### src/rtl/multicycle_ctrl.sv
// Multi-cycle control FSM for the MIPS-subset core: fetch/decode/exec/mem/wb/halt sequencing.
// Define MULTICYCLE_CTRL_TIMEOUT_EN to bound memory waits and raise a sticky timeout.
module multicycle_ctrl #(
   parameter int unsigned OP_W           = 6,
   parameter int unsigned TIMEOUT_CYCLES = 16
) (
   input  logic            clk,
   input  logic            rst_n,
   input  logic [OP_W-1:0] opcode,
   input  logic            imem_ack,
   input  logic            dmem_ack,
   input  logic            alu_zero,
   output logic            imem_req,
   output logic            dmem_req,
   output logic            mem_read,
   output logic            mem_write,
   output logic            ir_write,
   output logic            pc_inc,
   output logic            pc_branch,
   output logic            pc_jump,
   output logic            reg_write,
   output logic            reg_dst,
   output logic            mem_to_reg,
   output logic            alu_src,
   output logic [1:0]      alu_op,
   output logic            illegal,
   output logic            halted,
   output logic            timeout
);

   localparam logic [OP_W-1:0] OpR    = OP_W'('h00);
   localparam logic [OP_W-1:0] OpJ    = OP_W'('h02);
   localparam logic [OP_W-1:0] OpBeq  = OP_W'('h04);
   localparam logic [OP_W-1:0] OpAddi = OP_W'('h08);
   localparam logic [OP_W-1:0] OpLw   = OP_W'('h23);
   localparam logic [OP_W-1:0] OpSw   = OP_W'('h2B);
   localparam logic [OP_W-1:0] OpHalt = OP_W'('h3F);

   typedef enum logic [2:0] {StFetch, StDecode, StExec, StMem, StWb, StHalt} state_e;

   state_e          state_q, state_d;
   logic [OP_W-1:0] op_q;
   logic            to_hit;
   logic            timeout_q;

   always_ff @(posedge clk) begin
      if (!rst_n) begin
         state_q <= StFetch;
         op_q    <= '0;
      end else begin
         state_q <= state_d;
         if (state_q == StDecode) op_q <= opcode;
      end
   end

`ifdef MULTICYCLE_CTRL_TIMEOUT_EN
   localparam int unsigned CntW = $clog2(TIMEOUT_CYCLES + 1);

   logic [CntW-1:0] cnt_q, cnt_d;
   logic            waiting;

   // Counter restarts whenever the FSM is not stalled on a memory handshake.
   always_comb begin
      waiting = ((state_q == StFetch) && !imem_ack) || ((state_q == StMem) && !dmem_ack);
      cnt_d   = waiting ? cnt_q + CntW'(1) : '0;
      to_hit  = waiting && (cnt_q == CntW'(TIMEOUT_CYCLES - 1));
   end

   always_ff @(posedge clk) begin
      if (!rst_n) begin
         cnt_q     <= '0;
         timeout_q <= 1'b0;
      end else begin
         cnt_q <= cnt_d;
         if (to_hit) timeout_q <= 1'b1;
      end
   end
`else
   logic unused_cfg;
   assign unused_cfg = ^TIMEOUT_CYCLES;
   assign to_hit     = 1'b0;
   assign timeout_q  = 1'b0;
`endif

   assign timeout = rst_n & timeout_q;

   always_comb begin
      state_d    = state_q;
      imem_req   = 1'b0;
      dmem_req   = 1'b0;
      mem_read   = 1'b0;
      mem_write  = 1'b0;
      ir_write   = 1'b0;
      pc_inc     = 1'b0;
      pc_branch  = 1'b0;
      pc_jump    = 1'b0;
      reg_write  = 1'b0;
      reg_dst    = 1'b0;
      mem_to_reg = 1'b0;
      alu_src    = 1'b0;
      alu_op     = 2'b00;
      illegal    = 1'b0;
      halted     = 1'b0;

      case (state_q)
         StFetch: begin
            imem_req = 1'b1;
            if (imem_ack) begin
               ir_write = 1'b1;
               pc_inc   = 1'b1;
               state_d  = StDecode;
            end
         end
         StDecode: begin
            if (opcode == OpHalt) begin
               state_d = StHalt;
            end else if (opcode inside {OpR, OpJ, OpBeq, OpAddi, OpLw, OpSw}) begin
               state_d = StExec;
            end else begin
               illegal = 1'b1;
               state_d = StFetch;
            end
         end
         StExec: begin
            case (op_q)
               OpR: begin
                  alu_op  = 2'b10;
                  state_d = StWb;
               end
               OpAddi: begin
                  alu_src = 1'b1;
                  state_d = StWb;
               end
               OpLw, OpSw: begin
                  alu_src = 1'b1;
                  state_d = StMem;
               end
               OpBeq: begin
                  alu_op    = 2'b01;
                  pc_branch = alu_zero;
                  state_d   = StFetch;
               end
               OpJ: begin
                  pc_jump = 1'b1;
                  state_d = StFetch;
               end
               default: state_d = StFetch;
            endcase
         end
         StMem: begin
            dmem_req  = 1'b1;
            mem_read  = (op_q == OpLw);
            mem_write = (op_q == OpSw);
            if (dmem_ack) state_d = (op_q == OpLw) ? StWb : StFetch;
         end
         StWb: begin
            reg_write  = 1'b1;
            reg_dst    = (op_q == OpR);
            mem_to_reg = (op_q == OpLw);
            state_d    = StFetch;
         end
         StHalt: begin
            halted = 1'b1;
         end
         default: state_d = StFetch;
      endcase

      if (to_hit) state_d = StHalt;

      // Reset dominates: nothing leaks out while rst_n is low.
      if (!rst_n) begin
         imem_req   = 1'b0;
         dmem_req   = 1'b0;
         mem_read   = 1'b0;
         mem_write  = 1'b0;
         ir_write   = 1'b0;
         pc_inc     = 1'b0;
         pc_branch  = 1'b0;
         pc_jump    = 1'b0;
         reg_write  = 1'b0;
         reg_dst    = 1'b0;
         mem_to_reg = 1'b0;
         alu_src    = 1'b0;
         alu_op     = 2'b00;
         illegal    = 1'b0;
         halted     = 1'b0;
      end
   end

endmodule

### config.mk
export PLATFORM = sky130hd
export DESIGN_NAME = multicycle_ctrl
export DESIGN_NICKNAME = d
export VERILOG_FILES = /design/src/rtl/multicycle_ctrl.sv
export SDC_FILE = /design/constraint.sdc
export NUM_CORES = 1
export LEC_CHECK = 0
export ABC_AREA = 1
export CORE_MARGIN = 1.5
export CORE_UTILIZATION = 43
export DETAILED_ROUTE_END_ITERATION = 12
export GPL_TIMING_DRIVEN = 1
export MAX_ROUTING_LAYER = met4
export PLACE_DENSITY = 0.85
export SYNTH_ARGS = -nofsm -noshare
export SYNTH_HDL_FRONTEND = slang
export SYNTH_SLANG_ARGS = --single-unit
export TNS_END_PERCENT = 100
### constraint.sdc
create_clock -name clk -period 1.35 [get_ports clk]
set_input_delay 0.135 -clock clk [delete_from_list [all_inputs] [get_ports clk]]
set_output_delay 0.135 -clock clk [all_outputs]
set_load 0.01 [all_outputs]
# Word-level counts from Yosys, hierarchy flattened
# Index checks and enable logic that the tools add are counted.
# totals
ff_bits,9
in_bits,11
elab_cells,71
# classes
eq_ne,18
muxes,42
bitwise,1
reduce_logical,8
# ops
cell,n
1-bit two-way mux,32
6-bit == test (second input constant),5
3-bit case mux with 5 select lines,1
6-bit by 2-bit == test with 1-bit output (second input constant),2
6-bit by 3-bit == test with 1-bit output (second input constant),2
6-bit by 4-bit == test with 1-bit output (second input constant),2
6-bit logical NOT,2
3-bit two-way mux,4
3-bit by 2-bit == test with 1-bit output (second input constant),2
3-bit == test (second input constant),2
2-bit two-way mux,3
3-bit case mux with 2 select lines,1
6-bit nonzero test,1
2-bit != test (second input constant),2
2-bit case mux with 2 select lines,1
2-bit OR reduction,2
3-bit by 1-bit == test with 1-bit output (second input constant),1
3-bit logical NOT,1
3-bit AND reduction,1
3-bit OR reduction,1
1-bit NOT,1

# Depth between registers and ports, before layout
# Gate-level depths: netlist of run 1.
# depth
ltp_word,6
mapped_depth,9

# Worst setup path before layout of run 1
# OpenSTA, ideal clock, no wires.
# synth_timing
path_type,flip-flop to output port
start,register state_q[2]
end,output port reg_dst
t_arrival_ns,1.123
required_time_ns,1.215
path_slack_ns,0.092
stages_incl_launch_ff,5
n_path_buf,0
path_cell_list,dfxtp_1 -> nand2_1 -> nor2_1 -> inv_1 -> nor4_1
# synth_between
elab_chain_cells,3
# synth_rtl
item,line_no,text
"start, declared",41,"state_e state_q, state_d;"
"start signal, assigned",48,state_q <= StFetch;
"start signal, assigned",51,state_q <= state_d;
3-bit == test,105,case (state_q)
1-bit two-way mux,105,
1-bit two-way mux,171,if (!rst_n) begin
"end, declared",22,"output logic reg_dst,"
# No other way between the ends.

# Worst setup path in the final report of run 1
# layout_timing
start,register op_q[4]
end,output port reg_dst
# layout_between
elab_chain_cells,3
# layout_rtl
item,line_no,text
"start, declared",42,logic [OP_W-1:0] op_q;
"start signal, assigned",52,if (state_q == StDecode) op_q <= opcode;
6-bit logical NOT,158,reg_dst = (op_q == OpR);
1-bit two-way mux,105,
1-bit two-way mux,171,
# No other way between the ends.

==> results of run 1 <==
==> per-stage QoR <==
| step | util | hold WS, ns |
|---|---|---|
| after floorplan | - | 0.288 |
| after global placement | 0.764 | 0.479 |
| after detailed placement | 0.764 | 0.503 |
| after CTS | 0.835 | 0.337 |
| after global routing | 0.923 | 0.273 |
| final | 0.923 | 0.267 |
==> flip-flops by register name, indices dropped and copies added (netlist names) <==
name and flops:
op_q 6, state_q 3
==> cell families (layout without fill, tap and decap cells) <==
group                  Yosys count  after routing  synth area share
AND/OR/NAND/NOR                 68             68             0.454
buffers and inverters           28            107             0.168
AO/OA/AOI/OAI                   13             13             0.137
flip-flops                       9              9             0.237
other                            1              1           0.00493
==> worst paths after layout <==
kind                                start                 endpoint  slack (ns)  cells past startpoint
hold reg to reg      op_q[1]$_SDFFE_PN0P_     op_q[1]$_SDFFE_PN0P_        0.65                      3
setup reg to reg  state_q[2]$_SDFFE_PN0P_  state_q[2]$_SDFFE_PN0P_           0                      9
setup / recovery     op_q[4]$_SDFFE_PN0P_                  reg_dst       -0.26                      5
hold / removal                  opcode[1]     op_q[1]$_SDFFE_PN0P_        0.27                      4
==> layer usage <==
layer | wire (µm) | global-route usage | vias to the layer above | part of all wire
li1 | - | - | 528 | -
met1 | 1650 | 0.385 | 594 | 0.38
met2 | 2070 | 0.629 | 116 | 0.48
met3 | 419 | 0.0600 | 29 | 0.096
met4 | 222 | 0.135 | 0 | 0.051
met5 | 0 | - | - | 0
==> what timing repair did <==
| action | 4_1_cts | 5_1_grt |
|---|---|---|
| hold buffers | 0 | 0 |
| buffers inserted | 9 | 8 |
| endpoints found under the setup margin | 16 | 19 |
| gates resized for setup | 100 | 36 |
| pin swaps | 11 | 12 |
| endpoints found under the hold margin | 0 | 0 |
==> tightest hold or removal path, stage by stage <==
cell and delay, ns:
dlymetal6s2s_1 0.14, inv_2 0.07, buf_4 0.11, a21oi_2 0.04
==> power by group through the flow <==
stage,clock network (mW),registers [mW],logic [mW]
after global placement,0,0.322,0.381
after CTS,0.209,0.328,0.475
final,0.215,0.336,0.611
after global routing,0.223,0.336,0.630
after floorplan,0,0.326,0.188
after detailed placement,0,0.324,0.402
==> cells in the final DEF (no fill, tap or decap), drive strengths merged <==
cell            n
buf            69
inv            24
a21oi           6
dfxtp           9
dlymetal6s2s    6
nand2          27
a31oi           1
clkbuf          4
o21ai           6
conb            1
nor2           19
and2            1
nand3b          2
nand4           4
nor4            2
nand3           9
dlygate4sd2     1
clkdlybuf4s50   3
nor3            4
==> cell type report <==
class | count | area (µm²) | share of cell area
Clock buffer | 4 | 26.3 | 0.0169
Inverter | 24 | 95.1 | 0.0610
Timing Repair Buffer | 79 | 623 | 0.400
Sequential cell | 9 | 199 | 0.128
Multi-Input combinational cell | 82 | 594 | 0.381
Tap cell | 17 | 21.3 | 0.0136
==> metrics.md, run 1 <==
| Metric | Value |
|---|---|
| # DRC | `0` |
| Top delay family on crit path | `simple AND/OR/NAND/NOR gates` |
| Antenna diodes | `0` |
| Internal | `703 µW` |
| Routed Antenna Nets | `0` |
| Die Width | `45.1 µm` |
| Filler cell count | `67` |
| Initial core utilization | `0.450` |
| Yosys warning total | `0` |
| Vias in the first global route | `1133` |
| IO Count | `28` |
| Drt total wl | `4.36 mm` |
| Pre-CTS setup slack | `-0.557 ns` |
| Final setup viols | `14` |
| Buf/Inv on CP | `2` |
| CP Max Fanout | `4` |
| Post-DP HPWL | `2.08 mm` |
| Status | `finished with violations` |
| PD cells | `746 mW/mm²` |
| CP arrival | `1.47 ns` |
| Syn avg cell area | `6.39 µm²` |
| LEAKAGE | `0.802 nW` |
| Failing checks | `setup timing` |
| Die ar. | `0.00203 mm²` |
| Post-synthesis to final-layout area growth | `105%` |
| Worst VDD drop | `0.000602 V` |
| Total track usage | `0.352` |
| Synth top area share | `0.237` |
| Clock Power Share | `0.185` |
| Combinational share of power | `0.526` |
| Fmax | `622 MHz` |
| Worst setup margin | `-0.257 ns` |
| Power Total | `1.16 mW` |
| Rows | `15` |
| Nets@finish | `210` |
| Final Max Tran Viols | `0` |
| TNS Setup | `-1.61 ns` |
| Initial antenna violation count | `0` |
| Hold Crit Class | `primary input to register` |
| Port-buffer cells | `26` |
| Per-cell routed wire length | `20.3 µm` |
| Core Box Area | `0.00169 mm²` |
| Cells after DPL | `196` |
| Vias per inst | `5.89` |
| Startpoint Class | `register` |
| Crit-path slowest cell | `dfxtp_4` |
| Net count after synthesis | `130` |
| Critical path class | `register to output port` |
| Sequential-to-total area share from yosys stat | `0.237` |
| Minimum clock period after layout | `1.61 ns` |
| Placed inst area | `0.00129 mm²` |
| Count leader, synth | `nand2_1` |
| Req. time, crit path | `1.22 ns` |
| Max Cap Viol | `0` |
| Post-synthesis instance total | `119` |
| Clock Sinks | `9` |
| Crit path cell chain | `nor2_4, nand3_4, buf_4, nor4_2, buf_2` |
| Synth Cell Area | `761 µm²` |
| Crit end category | `output port` |
| Crit path largest cell delay | `0.36 ns` |
| Yosys reg bits | `9` |
| RSZ-0062 raised after global routing | `true` |
| Routability cong. | `0.844` |
| Post-route cell area | `0.00156 mm²` |
| Worst Skew | `0.00257 ns` |
| Worst skew pair latency | `0.26 ns` |
| Crit share post-route | `1.19` |
| CTS tree | `yes` |
| Via count | `1267` |
| Gr ovfl total | `0` |
| First-pass GRT wire length | `5.01 mm` |
| Seq pwr share | `0.289` |
| Starting DRT DRC Count | `92` |
| Area leader, netlist | `dfxtp_1` |
| Async SR Flop Fraction | `0` |
| Worst-path clk slew | `0.06 ns` |
| Sw Share | `0.396` |
| Distinct cells, synth | `26` |
| Synth area leaders | `dfxtp_1, nand2_1, inv_1` |
| Final Hold Viols | `0` |
| Switching pwr | `460 µW` |
| Top_reg_cell synth | `dfxtp_1` |
| Die height | `45.1 µm` |
| Pin count of the biggest net entering global routing | `13` |
| DR pass1 iterations | `4` |
| Non-Filler Instances | `215` |
| Root buffer cell | `clkbuf_4` |
| Top post-synthesis cells by count | `nand2_1, inv_1, nor2_1` |
| CTS H-tree depth | `1` |
| Share of layout cells above drive strength 1 | `0.662` |
| CTS Buffer Depth | `2` |
| Total CTS buffers | `3` |
| EDFF count, synth | `0` |
No activity file was read; power rests on OpenSTA's default activity.
==> run 2, diff against run 1 <==
Settings changed: CORE_MARGIN 1.5 to 1.
==> metrics.md, run 2 <==
| Metric | Value |
|---|---|
| IO Count | `28 (unchanged)` |
| Port-buffer cells | `26 (unchanged)` |
| Area leader, netlist | `dfxtp_1 (unchanged)` |
| Net count after synthesis | `130 (unchanged)` |
| Root buffer cell | `clkbuf_4 (unchanged)` |
| Synth top area share | `0.237 (unchanged)` |
| CTS H-tree depth | `1 (unchanged)` |
| First Err | `[ERROR DPL-0038] Utilization greater than 100%, impossible to legalize` |
| Distinct cells, synth | `26 (unchanged)` |
| Sequential-to-total area share from yosys stat | `0.237 (unchanged)` |
| CTS Buffer Depth | `2 (unchanged)` |
| Critical endpoint after global-route timing repair | `pc_branch` |
| Status | `aborted with a tool error (was finished with violations)` |
| Count leader, synth | `nand2_1 (unchanged)` |
| Total CTS buffers | `3 (unchanged)` |
| Async SR Flop Fraction | `0 (unchanged)` |
| Syn avg cell area | `6.39 µm² (unchanged)` |
| Top post-synthesis cells by count | `nand2_1, inv_1, nor2_1 (unchanged)` |
| Post-synthesis instance total | `119 (unchanged)` |
| Rows | `14 (was 15)` |
| Die height | `44.1 µm (was 45.1 µm)` |
| Synth Cell Area | `761 µm² (unchanged)` |
| Routability cong. | `0.876 (was 0.844)` |
| Top_reg_cell synth | `dfxtp_1 (unchanged)` |
| Pin count of the biggest net entering global routing | `13` |
| Yosys warning total | `0 (unchanged)` |
| EDFF count, synth | `0 (unchanged)` |
| Cts hold-fix bufs | `0 (unchanged)` |
| Clock Sinks | `9 (unchanged)` |
| Initial core utilization | `0.483 (was 0.450)` |
| Worst_ep kind | `primary output` |
| Post-DP HPWL | `1.74 mm (was 2.08 mm)` |
| Synth area leaders | `dfxtp_1, nand2_1, inv_1 (unchanged)` |
| Die Width | `44.1 µm (was 45.1 µm)` |
| Yosys reg bits | `9 (unchanged)` |
| Exit stage | `global routing (5_1_grt)` |
## run 2: cell counts after synthesis
No cell type changed its count.
## run 2: logic make-up after synthesis
family,Yosys count,share of synthesized area
simple gates,68,0.454
buf+inv,28,0.168
compound gates,13,0.137
flops,9,0.237
other cells,1,0.00493
## run 2: stage by stage
step / setup WS, ns / setup TNS, ns / instance area (µm²) / instances
CTS: -0.206 / -0.635 / 1370 / 206
detailed placement: -0.539 / -6.82 / 1270 / 193
global placement: -0.489 / -6.14 / 1270 / 193
floorplan: 0.0921 / 0 / 761 / 119
## run 2: repair_timing
action	4_1_cts
pin swaps	14
setup buffers	10
hold endpoints to repair	0
cloned	0
gates resized for setup	104
setup endpoints to repair	16
==> run 3, diff against run 2 <==
Settings changed: CORE_AREA set to 2 2 63 65, CORE_MARGIN 1 to not set, CORE_UTILIZATION 43 to not set, DIE_AREA set to 0 0 65 67, MAX_ROUTING_LAYER met4 to not set, PLACE_DENSITY 0.85 to not set, PLACE_DENSITY_LB_ADDON set to 0.15.
==> metrics.md, run 3 (synthesis results as in run 1) <==
| Metric | Value |
|---|---|
| Final Max Tran Viols | `0` |
| CTS H-tree depth | `1 (unchanged)` |
| Gr ovfl total | `0` |
| Worst setup margin | `-0.0708 ns` |
| Crit path launch | `state_q[0]$_SDFFE_PN0P_` |
| LEAKAGE | `0.770 nW` |
| Via count | `996` |
| Core Box Area | `0.00361 mm²` |
| Status | `finished with violations (was aborted with a tool error)` |
| Worst Skew | `0.00453 ns` |
| Worst skew pair latency | `0.24 ns` |
| RR Endpoint | `state_q[2]$_SDFFE_PN0P_` |
| Drt total wl | `2.47 mm` |
| Post-synthesis to final-layout area growth | `100%` |
| Antenna diodes | `0` |
| Critical path class | `register to output port` |
| Total track usage | `0.124` |
| Rows | `22 (was 14)` |
| IO Count | `28 (unchanged)` |
| # DRC | `0` |
| CTS Buffer Depth | `2 (unchanged)` |
| Commonest non-fill, non-tap cell in the layout | `buf_4` |
| Initial antenna violation count | `0` |
| Vias in the first global route | `998` |
| First-pass GRT wire length | `4.19 mm` |
| CTS tree | `yes` |
| CP arrival | `1.29 ns` |
| Total CTS buffers | `3 (unchanged)` |
| Root buffer cell | `clkbuf_8 (was clkbuf_4)` |
| Worst Setup EP | `alu_src` |
| Cells after DPL | `228 (was 193)` |
| Routability cong. | `0.730 (was 0.876)` |
| Reg2Reg Depth | `10` |
| Max Cap Viol | `0` |
| Hold Crit Class | `primary input to register` |
| Most frequent cells in the layout | `buf_4, nand2_1, inv_1, buf_2, nor2_1` |
| Final Hold Viols | `0` |
| Non-Filler Instances | `244` |
| Routed Antenna Nets | `0` |
| Reg-to-reg critical path startpoint | `op_q[5]$_SDFFE_PN0P_` |
| Worst VDD drop | `0.000204 V` |
| Failing checks | `setup timing` |
| Post-DP HPWL | `1.84 mm (was 1.74 mm)` |
| Cts hold-fix bufs | `0 (unchanged)` |
| Die Width | `65 µm (was 44.1 µm)` |
| Crit end category | `output port` |
| DR pass1 iterations | `4` |
| CP Max Fanout | `3` |
| Pin count of the biggest net entering global routing | `13` |
| Final setup viols | `5` |
| Initial core utilization | `0.211 (was 0.483)` |
| Vias per inst | `4.08` |
| Die height | `67 µm (was 44.1 µm)` |
| Per-cell routed wire length | `10.1 µm` |
| Worst-path clk slew | `0.05 ns` |
| Req. time, crit path | `1.22 ns` |
| Port-buffer cells | `26 (unchanged)` |
| Minimum clock period after layout | `1.42 ns` |
| Setup slack, reg-to-reg | `0.04 ns` |
| Crit share post-route | `1.05` |
| Clock Sinks | `9 (unchanged)` |
| Starting DRT DRC Count | `22` |
| Nets@finish | `208` |
| Startpoint Class | `register` |
| Largest regs | `op_q (6), state_q (3)` |
| RSZ-0062 raised after global routing | `true` |
| Fmax | `704 MHz` |
| Max reg flops | `6` |
| Power Total | `1.16 mW` |
| Biggest register | `op_q` |
| PD cells | `764 mW/mm²` |
| Die ar. | `0.00436 mm²` |
| Share of layout cells above drive strength 1 | `0.622` |
[run 3: metal layers]
layer / global-route usage / wire length (µm)
met1: 0.149 / 1090
met2: 0.209 / 1210
met3: 0.0220 / 125
met4: 0.0718 / 42
met5: 0 / 0
[run 3: where the power goes]
| group | internal [mW] | switching, mW |
|---|---|---|
| clock | 0.202 | 0.118 |
| combinational | 0.276 | 0.233 |
| sequential | 0.297 | 0.0385 |
[run 3: area by class of cell]
| cell class | instances | area, µm² |
|---|---|---|
| clock buffers | 3 | 41.3 |
| clock inverters | 1 | 5.00 |
| fillers | 397 | 2080 |
| inverters | 24 | 95.1 |
| multi-input cells | 82 | 554 |
| flip-flops and latches | 9 | 195 |
| well taps | 48 | 60.1 |
| repair buffers | 77 | 573 |
[run 3: worst min-delay path by stage]
| stage | startpoint | endpoint | depth (start not counted) |
|---|---|---|---|
| floorplan | opcode[0] | op_q[0]$_SDFFE_PN0P_ | 2 |
| global placement | op_q[4]$_SDFFE_PN0P_ | op_q[4]$_SDFFE_PN0P_ | 2 |
| detailed placement | op_q[4]$_SDFFE_PN0P_ | op_q[4]$_SDFFE_PN0P_ | 2 |
| CTS | rst_n | state_q[1]$_SDFFE_PN0P_ | 3 |
| global route | opcode[5] | op_q[5]$_SDFFE_PN0P_ | 4 |
| finish | opcode[5] | op_q[5]$_SDFFE_PN0P_ | 4 |
[run 3: worst max-delay path, cell delays in order, from the launching register on]
cell	delay, ns
dfxtp_2	0.33
buf_6	0.12
nor2_4	0.13
buf_4	0.12
nand2_1	0.06
a31oi_1	0.14
buf_2	0.15
[run 3: what timing repair did]
| item | CTS | global route |
|---|---|---|
| pin swaps | 15 | 19 |
| buffers inserted | 8 | 5 |
| endpoints found under the setup margin | 16 | 16 |
| gates resized for setup | 91 | 24 |
| gates cloned | 0 | 0 |
[run 3: through the flow]
stage | instance area, µm² | TNS [ns] | hold slack [ns] | utilization | setup slack, ns
2_1_floorplan | 761 | 0 | 0.288 | - | 0.0921
3_3_place_gp | 1340 | -6.69 | 0.481 | 0.371 | -0.510
3_5_place_dp | 1340 | -7.09 | 0.485 | 0.371 | -0.559
4_1_cts | 1430 | -0.574 | 0.350 | 0.398 | -0.176
5_1_grt | 1520 | -0.931 | 0.278 | 0.423 | -0.147
6_report | 1520 | -0.280 | 0.272 | 0.423 | -0.0708
